--- src/rtl/lti_observer_pkg.sv ---
// Shared definitions for the delta-operator Luenberger observer: FSM encoding,
// default widths and a symmetric saturation helper.
package lti_observer_pkg;

  localparam int unsigned DEF_IW  = 16;
  localparam int unsigned DEF_OW  = 16;
  localparam int unsigned DEF_CW  = 10;
  localparam int unsigned DEF_SW  = 18;
  localparam int unsigned DEF_CF  = 9;
  localparam int unsigned DEF_DEL = 10;

  localparam int unsigned SAT_W = 64;
  typedef logic signed [SAT_W-1:0] wide_t;

  typedef enum logic [2:0] {
    S_IDLE,
    S_MAC_C,
    S_INNOV,
    S_MAC_X1,
    S_MAC_X2,
    S_UPDATE,
    S_DONE
  } state_t;

  // Clip a wide signed value to the two's-complement range of a w-bit word.
  function automatic wide_t sat(input wide_t v, input int unsigned w);
    wide_t hi;
    wide_t lo;
    hi = (wide_t'(1) <<< (w - 1)) - wide_t'(1);
    lo = -hi - wide_t'(1);
    if (v > hi) return hi;
    if (v < lo) return lo;
    return v;
  endfunction

endpackage

--- src/rtl/lti_mac.sv ---
// Registered signed multiply-accumulate: one CW x SW product per cycle into a
// saturating RW-bit accumulator.
module lti_mac
  import lti_observer_pkg::*;
#(
  parameter int unsigned CW = DEF_CW,
  parameter int unsigned SW = DEF_SW,
  parameter int unsigned RW = SW + CW + 2
) (
  input  logic          clk,
  input  logic          rst_n,
  input  logic          clr_i,
  input  logic          en_i,
  input  logic [CW-1:0] coef_i,
  input  logic [SW-1:0] opnd_i,
  output logic [RW-1:0] acc_o
);

  logic signed [CW+SW-1:0] prod;
  logic signed [RW-1:0]    acc_q;

  assign prod  = (CW+SW)'($signed(coef_i)) * (CW+SW)'($signed(opnd_i));
  assign acc_o = acc_q;

  // clr with en loads the product directly, starting a new sum in one cycle.
  always_ff @(posedge clk or negedge rst_n) begin
    if (!rst_n) begin
      acc_q <= '0;
    end else if (clr_i && en_i) begin
      acc_q <= RW'(prod);
    end else if (clr_i) begin
      acc_q <= '0;
    end else if (en_i) begin
      acc_q <= RW'(sat(wide_t'(acc_q) + wide_t'(prod), RW));
    end
  end

endmodule

--- src/rtl/lti_observer.sv ---
// 2-state SISO delta-operator Luenberger observer: reconstructs x_hat and y_hat
// from plant input u and measurement y using one time-shared MAC.
module lti_observer
  import lti_observer_pkg::*;
#(
  parameter int unsigned IW  = DEF_IW,
  parameter int unsigned OW  = DEF_OW,
  parameter int unsigned CW  = DEF_CW,
  parameter int unsigned SW  = DEF_SW,
  parameter int unsigned RW  = SW + CW + 2,
  parameter int unsigned CF  = DEF_CF,
  parameter int unsigned DEL = DEF_DEL,
  parameter logic signed [CW-1:0] A_1_1 = '0,
  parameter logic signed [CW-1:0] A_1_2 = '0,
  parameter logic signed [CW-1:0] A_2_1 = '0,
  parameter logic signed [CW-1:0] A_2_2 = '0,
  parameter logic signed [CW-1:0] B_1_1 = '0,
  parameter logic signed [CW-1:0] B_2_1 = '0,
  parameter logic signed [CW-1:0] C_1_1 = '0,
  parameter logic signed [CW-1:0] C_1_2 = '0,
  parameter logic signed [CW-1:0] L_1_1 = '0,
  parameter logic signed [CW-1:0] L_2_1 = '0
) (
  input  logic          clk,
  input  logic          rst_n,
  input  logic [IW-1:0] sig_u,
  input  logic [IW-1:0] sig_y,
  input  logic          ce_in,
  output logic [OW-1:0] xhat_1,
  output logic [OW-1:0] xhat_2,
  output logic [OW-1:0] yhat,
  output logic          ce_out,
  output logic          busy,
  output logic          overrun
);

  state_t                state_q;
  logic [1:0]            step_q;
  logic signed [SW-1:0]  u_q, y_q, xq1_q, xq2_q, yq_q, e_q;
  logic signed [RW-1:0]  xl1_q, xl2_q, dx1_q;
  logic signed [OW-1:0]  xhat1_q, xhat2_q, yhat_q;
  logic                  ce_out_q, busy_q, overrun_q;

  logic signed [SW-1:0]  u_d, y_d, xq1_d, xq2_d, yq_d, e_d;
  logic signed [RW-1:0]  xl1_d, xl2_d;
  logic signed [OW-1:0]  xhat1_d, xhat2_d, yhat_d;

  logic                  mac_clr, mac_en;
  logic signed [CW-1:0]  coef;
  logic signed [SW-1:0]  opnd;
  logic signed [RW-1:0]  acc;

  lti_mac #(
    .CW(CW),
    .SW(SW),
    .RW(RW)
  ) u_mac (
    .clk    (clk),
    .rst_n  (rst_n),
    .clr_i  (mac_clr),
    .en_i   (mac_en),
    .coef_i (coef),
    .opnd_i (opnd),
    .acc_o  (acc)
  );

  // In UPDATE the accumulator still holds the complete row-2 sum, so it is dx_2.
  always_comb begin
    u_d     = SW'($signed(sig_u));
    y_d     = SW'($signed(sig_y));
    xq1_d   = SW'(sat(wide_t'(xl1_q >>> CF), SW));
    xq2_d   = SW'(sat(wide_t'(xl2_q >>> CF), SW));
    yq_d    = SW'(sat(wide_t'(acc >>> CF), SW));
    e_d     = SW'(sat(wide_t'(y_q) - wide_t'(yq_d), SW));
    xl1_d   = RW'(sat(wide_t'(xl1_q) + (wide_t'(dx1_q) >>> DEL), RW));
    xl2_d   = RW'(sat(wide_t'(xl2_q) + (wide_t'(acc) >>> DEL), RW));
    xhat1_d = OW'(sat(wide_t'(xl1_q >>> CF), OW));
    xhat2_d = OW'(sat(wide_t'(xl2_q >>> CF), OW));
    yhat_d  = OW'(sat(wide_t'(yq_q), OW));
  end

  always_comb begin
    mac_clr = 1'b0;
    mac_en  = 1'b0;
    coef    = '0;
    opnd    = '0;
    case (state_q)
      S_IDLE, S_INNOV: mac_clr = 1'b1;
      S_MAC_C: begin
        mac_en = 1'b1;
        case (step_q)
          2'd0:    begin coef = C_1_1; opnd = xq1_q; end
          default: begin coef = C_1_2; opnd = xq2_q; end
        endcase
      end
      S_MAC_X1: begin
        mac_en = 1'b1;
        case (step_q)
          2'd0:    begin coef = A_1_1; opnd = xq1_q; end
          2'd1:    begin coef = A_1_2; opnd = xq2_q; end
          2'd2:    begin coef = B_1_1; opnd = u_q;   end
          default: begin coef = L_1_1; opnd = e_q;   end
        endcase
      end
      S_MAC_X2: begin
        // First row-2 product overwrites the row-1 sum as it is captured into dx_1.
        mac_en  = 1'b1;
        mac_clr = (step_q == 2'd0);
        case (step_q)
          2'd0:    begin coef = A_2_1; opnd = xq1_q; end
          2'd1:    begin coef = A_2_2; opnd = xq2_q; end
          2'd2:    begin coef = B_2_1; opnd = u_q;   end
          default: begin coef = L_2_1; opnd = e_q;   end
        endcase
      end
      default: ;
    endcase
  end

  always_ff @(posedge clk or negedge rst_n) begin
    if (!rst_n) begin
      state_q   <= S_IDLE;
      step_q    <= '0;
      u_q       <= '0;
      y_q       <= '0;
      xq1_q     <= '0;
      xq2_q     <= '0;
      yq_q      <= '0;
      e_q       <= '0;
      xl1_q     <= '0;
      xl2_q     <= '0;
      dx1_q     <= '0;
      xhat1_q   <= '0;
      xhat2_q   <= '0;
      yhat_q    <= '0;
      ce_out_q  <= 1'b0;
      busy_q    <= 1'b0;
      overrun_q <= 1'b0;
    end else begin
      ce_out_q  <= 1'b0;
      overrun_q <= ce_in && (state_q != S_IDLE);
      busy_q    <= (state_q != S_IDLE) || ce_in;
      case (state_q)
        S_IDLE: begin
          if (ce_in) begin
            u_q     <= u_d;
            y_q     <= y_d;
            xq1_q   <= xq1_d;
            xq2_q   <= xq2_d;
            step_q  <= '0;
            state_q <= S_MAC_C;
          end
        end
        S_MAC_C: begin
          if (step_q == 2'd1) begin
            step_q  <= '0;
            state_q <= S_INNOV;
          end else begin
            step_q <= step_q + 2'd1;
          end
        end
        S_INNOV: begin
          yq_q    <= yq_d;
          e_q     <= e_d;
          step_q  <= '0;
          state_q <= S_MAC_X1;
        end
        S_MAC_X1: begin
          if (step_q == 2'd3) begin
            step_q  <= '0;
            state_q <= S_MAC_X2;
          end else begin
            step_q <= step_q + 2'd1;
          end
        end
        S_MAC_X2: begin
          if (step_q == 2'd0) dx1_q <= acc;
          if (step_q == 2'd3) begin
            step_q  <= '0;
            state_q <= S_UPDATE;
          end else begin
            step_q <= step_q + 2'd1;
          end
        end
        S_UPDATE: begin
          xl1_q   <= xl1_d;
          xl2_q   <= xl2_d;
          state_q <= S_DONE;
        end
        S_DONE: begin
          ce_out_q <= 1'b1;
          xhat1_q  <= xhat1_d;
          xhat2_q  <= xhat2_d;
          yhat_q   <= yhat_d;
          state_q  <= S_IDLE;
        end
        default: state_q <= S_IDLE;
      endcase
    end
  end

  assign xhat_1  = xhat1_q;
  assign xhat_2  = xhat2_q;
  assign yhat    = yhat_q;
  assign ce_out  = ce_out_q;
  assign busy    = busy_q;
  assign overrun = overrun_q;

endmodule
--- config.mk ---
export PLATFORM = sky130hd
export DESIGN_NAME = lti_observer
export DESIGN_NICKNAME = d
export VERILOG_FILES = /design/src/rtl/lti_observer_pkg.sv /design/src/rtl/lti_mac.sv /design/src/rtl/lti_observer.sv
export SDC_FILE = /design/constraint.sdc
export NUM_CORES = 1
export LEC_CHECK = 0
export ABC_AREA = 1
export BUFFER_PORTS_ARGS = -buffer_cell sky130_fd_sc_hd__buf_2
export CORE_AREA = 2 2 140 142
export DETAILED_ROUTE_END_ITERATION = 10
export DIE_AREA = 0 0 142 144
export PLACE_DENSITY = 0.74
export SETUP_SLACK_MARGIN = 0.2
export SLEW_MARGIN = 20
export SYNTH_ARGS = -nofsm -noshare
export SYNTH_HDL_FRONTEND = slang
export SYNTH_SLANG_ARGS = --single-unit
--- constraint.sdc ---
create_clock -name clk -period 2.4 [get_ports clk]
set_input_delay 0.24 -clock clk [delete_from_list [all_inputs] [get_ports clk]]
set_output_delay 0.24 -clock clk [all_outputs]
set_load 0.05 [all_outputs]
==> summary.txt <==
Logic synthesis
  – Syn avg cell area: around 6.4 um^2
  – Synth Area in Simple Gates: 0.399
  – Multiplexer share of the synthesized area: 0
  – Synth Area in Adders: 0.0687
  – Syn Inst Count: approximately 1,300
  – Syn Nets: 1,364
  – Synth Area in Compound Gates: 0.0580
  – XOR/XNOR Fraction of Synth Area: 0.0351
  – Sequential fraction of the synthesis area: 0.322
  – Number of distinct library cells after synthesis: 35
  – Largest family of logic cells by synthesized area: simple AND/OR/NAND/NOR gates
  – #FFs+latches synth: ~110
  – Synthesized area: around 8000 um^2
  – Synth Warn #: 0

Clock tree
  – CTS Buffer Depth: 2
  – Clock buffer count from CTS: 9
  – Root Driver: clkbuf_16
  – CTS tree: yes
  – H-tree Lvls: 3
  – Clock Pin Slew Worst Setup and Hold Paths: roughly 0.080 ns
  – Clock insertion delay at the later pin of the skew report: ~0.37 ns
  – CTS sink count: between 100 and 150

Worst setup path
  – CP Data Required Time: 2.69 ns
  – CP arrival: around 2.9 ns
  – CP Launch Type: flip-flop
  – Crit path max fanout: 8
  – Setup crit end kind: flip-flop
  – Critical path type: flip-flop to flip-flop

Die
  – FP Rows: just over 50
  – Die footprint: just over 20,000 um^2
  – Placeable Area: around 19,000 um^2
  – # IOs: 86
  – Die outline height: ~140 um
  – Die W: 142 um
  – Initial Utilization: 0.432

Layout
  – Area Overhead vs Synth: 38.3%
  – Most common cell after layout, fill and taps aside: nand2_1
  – Layout cell share with drive strength beyond 1: 0.323
  – Commonest cells after routing, fill and taps aside: nand2_1 (422), inv_1 (167), buf_4 (141), dfrtp_1 (104), nor2_1 (96)
  – Antenna diodes: 0
  – Nets: around 1,500
  – Multi-input logic area: 5650 um^2
  – Seq. cell area: ~2700 um^2
  – Fill cells: approximately 1,600
  – Fin cells: roughly 1,700

Route
  – Wirelength per Cell: approximately 15 um
  – Initial DRC Count: 819
  – TritonRoute pass-1 iters: 6
  – WL final: approximately 26,000 um
  – Post-route DRC: 0
  – Total number of vias: around 8,800
  – Drt via density: between 5 and 6
  – Post-route ant nets: 0

Timing
  – Slew HR: 0.596
  – Highest Clock Rate: 390 MHz
  – Final Setup Violations: 58
  – Final Max Tran Viols: 0
  – RSZ-0062 raised after global routing: true
  – Setup ws final: -0.165 ns
  – Final period util: 1.07
  – Least-Margin Pin Slew: around 0.61 ns
  – Fin. Hold Viols: 0
  – Tmin final: 2.56 ns
  – Final clock skew: between 0.01 and 0.015 ns

Placed design
  – GP Congestion: between 0.9 and 1
  – I/O Buffers: between 50 and 60
  – Post-placement cell count: about 1,700
  – DP HPWL: about 16,000 um

Power
  – Pwr Density: ~840 nW/um^2
  – Leakage: approximately 6.2 nW
  – Overall power: just under 10 mW
  – Peak supply drop: about 0.39 mV

Flow run
  – Max Cap Viol: 0

Global route
  – Vias in the first global route: a little over 8,000
  – Maximum number of pins on one net before global-route repair: 54
  – Gr ovfl total: 0
  – First-pass GRT wire length: approximately 40,000 um
  – GRT Total Usage: 0.246
  – Initial antenna violation count: 0

Status
  – Failing checks: negative setup slack
  – Status: finished, violations left

Hold path
  – HP Class: primary input to flip-flop
-- area by class of cell --
type,instances,area share
inverter,185,0.0609
timing repair buffer,217,0.156
clock inverter,7,0.00823
multi-input combinational,951,0.495
tap,238,0.0261
clock buffer,9,0.0198
sequential,106,0.233
-- cells in the mapped netlist (all sizes together) --
master  number  area [um^2]
nand3b       4         30.0
o21ai       17         85.1
a31oi        3         18.8
xnor2       18          158
clkinv       2         7.51
nand2      527         2010
dfrtp      106         2650
nand4       13         81.3
fa           2         40.0
or2         21          131
buf         30          225
nor2       120          488
o21bai       6         45.0
and2         2         12.5
a21oi       60          300
clkbuf      13         48.8
nand3       82          445
inv        183          687
a22oi        1         7.51
o22ai        1         6.26
o31ai        1         7.51
xor2        15          131
a21o         1         7.51
ha          42          526
nor3        15         85.1
-- routing by layer --
metal	track usage	routed length [um]
met5	0	0
met4	0.0900	684
met3	0.0242	1350
met2	0.417	12700
met1	0.327	11500
-- final timing paths --
check	start	endpoint	slack, ns	cells after the start
setup reg to reg	u_mac.acc_o[28]$_DFFE_PN0P_	xl2_q[18]$_DFFE_PN0P_	-0.16	18
hold reg to reg	xl2_q[4]$_DFFE_PN0P_	xl2_q[4]$_DFFE_PN0P_	0.48	2
min in group asynchronous	rst_n	step_q[0]$_DFFE_PN0P_	0.40	2
hold / removal	ce_in	overrun$_DFF_PN0_	0.14	3
setup / recovery	u_mac.acc_o[28]$_DFFE_PN0P_	xl2_q[18]$_DFFE_PN0P_	-0.16	18
max in group asynchronous	rst_n	xl1_q[3]$_DFFE_PN0P_	1.37	3
-- cell families after synthesis --
family	after synthesis
AND/OR/NAND/NOR	784
buffers and inverters	228
flip-flops	106
AO/OA/AOI/OAI	90
adder cells (fa/ha/maj)	44
XOR/XNOR	33
-- registers in the layout, indices dropped and copies added (netlist names) --
name         flops
ce_out           1
state_q          3
xhat_2          16
step_q           2
yq_q             2
xhat_1          16
u_mac.acc_o      1
xl1_q           30
overrun          1
busy             1
dx1_q            1
yhat             2
xl2_q           30
-- critical path: stages (launching register included) --
cell	delay, ns
dfrtp_4	0.52
buf_12	0.19
ha_4	0.15
inv_2	0.04
fa_2	0.37
inv_2	0.07
nand3_2	0.06
nand3_2	0.07
nand2_2	0.05
nand2_2	0.09
nand2_2	0.07
nand3_4	0.08
nand2_4	0.07
nand2_4	0.07
nand3_4	0.16
buf_12	0.20
nand2_2	0.06
nand2_1	0.05
nand2_1	0.10
-- timing repair --
| action | 4_1_cts | 5_1_grt |
|---|---|---|
| hold buffers | 1 | 0 |
| gates cloned | 5 | 3 |
| hold endpoints to repair | 37 | 0 |
| pin swaps | 15 | 69 |
| setup endpoints to repair | 58 | 59 |
| buffers inserted | 20 | 11 |
| resized for setup | 105 | 127 |
-- stage by stage --
step                setup TNS (ns)  setup WS, ns  hold WS [ns]  utilization  cell area [um^2]
global route                -12.67        -0.259         0.156        0.597             11400
detailed placement           -5.60        -0.124         0.252        0.502              9580
floorplan                        0         0.129       -0.0556            -              8280
CTS                          -1.03       -0.0640         0.136        0.566             10800
finish                       -7.03        -0.165         0.143        0.597             11400
global placement             -2.67       -0.0688         0.253        0.502              9580
-- power by group --
part           leakage (nW)  switching [mW]  internal, mW
Combinational          4.74            3.23          1.98
Clock                 0.153           0.791         0.841
Sequential             1.28           0.469          2.30
Total                  6.18            4.49          5.12
Note: power is estimated with default switching activity, not from simulation.
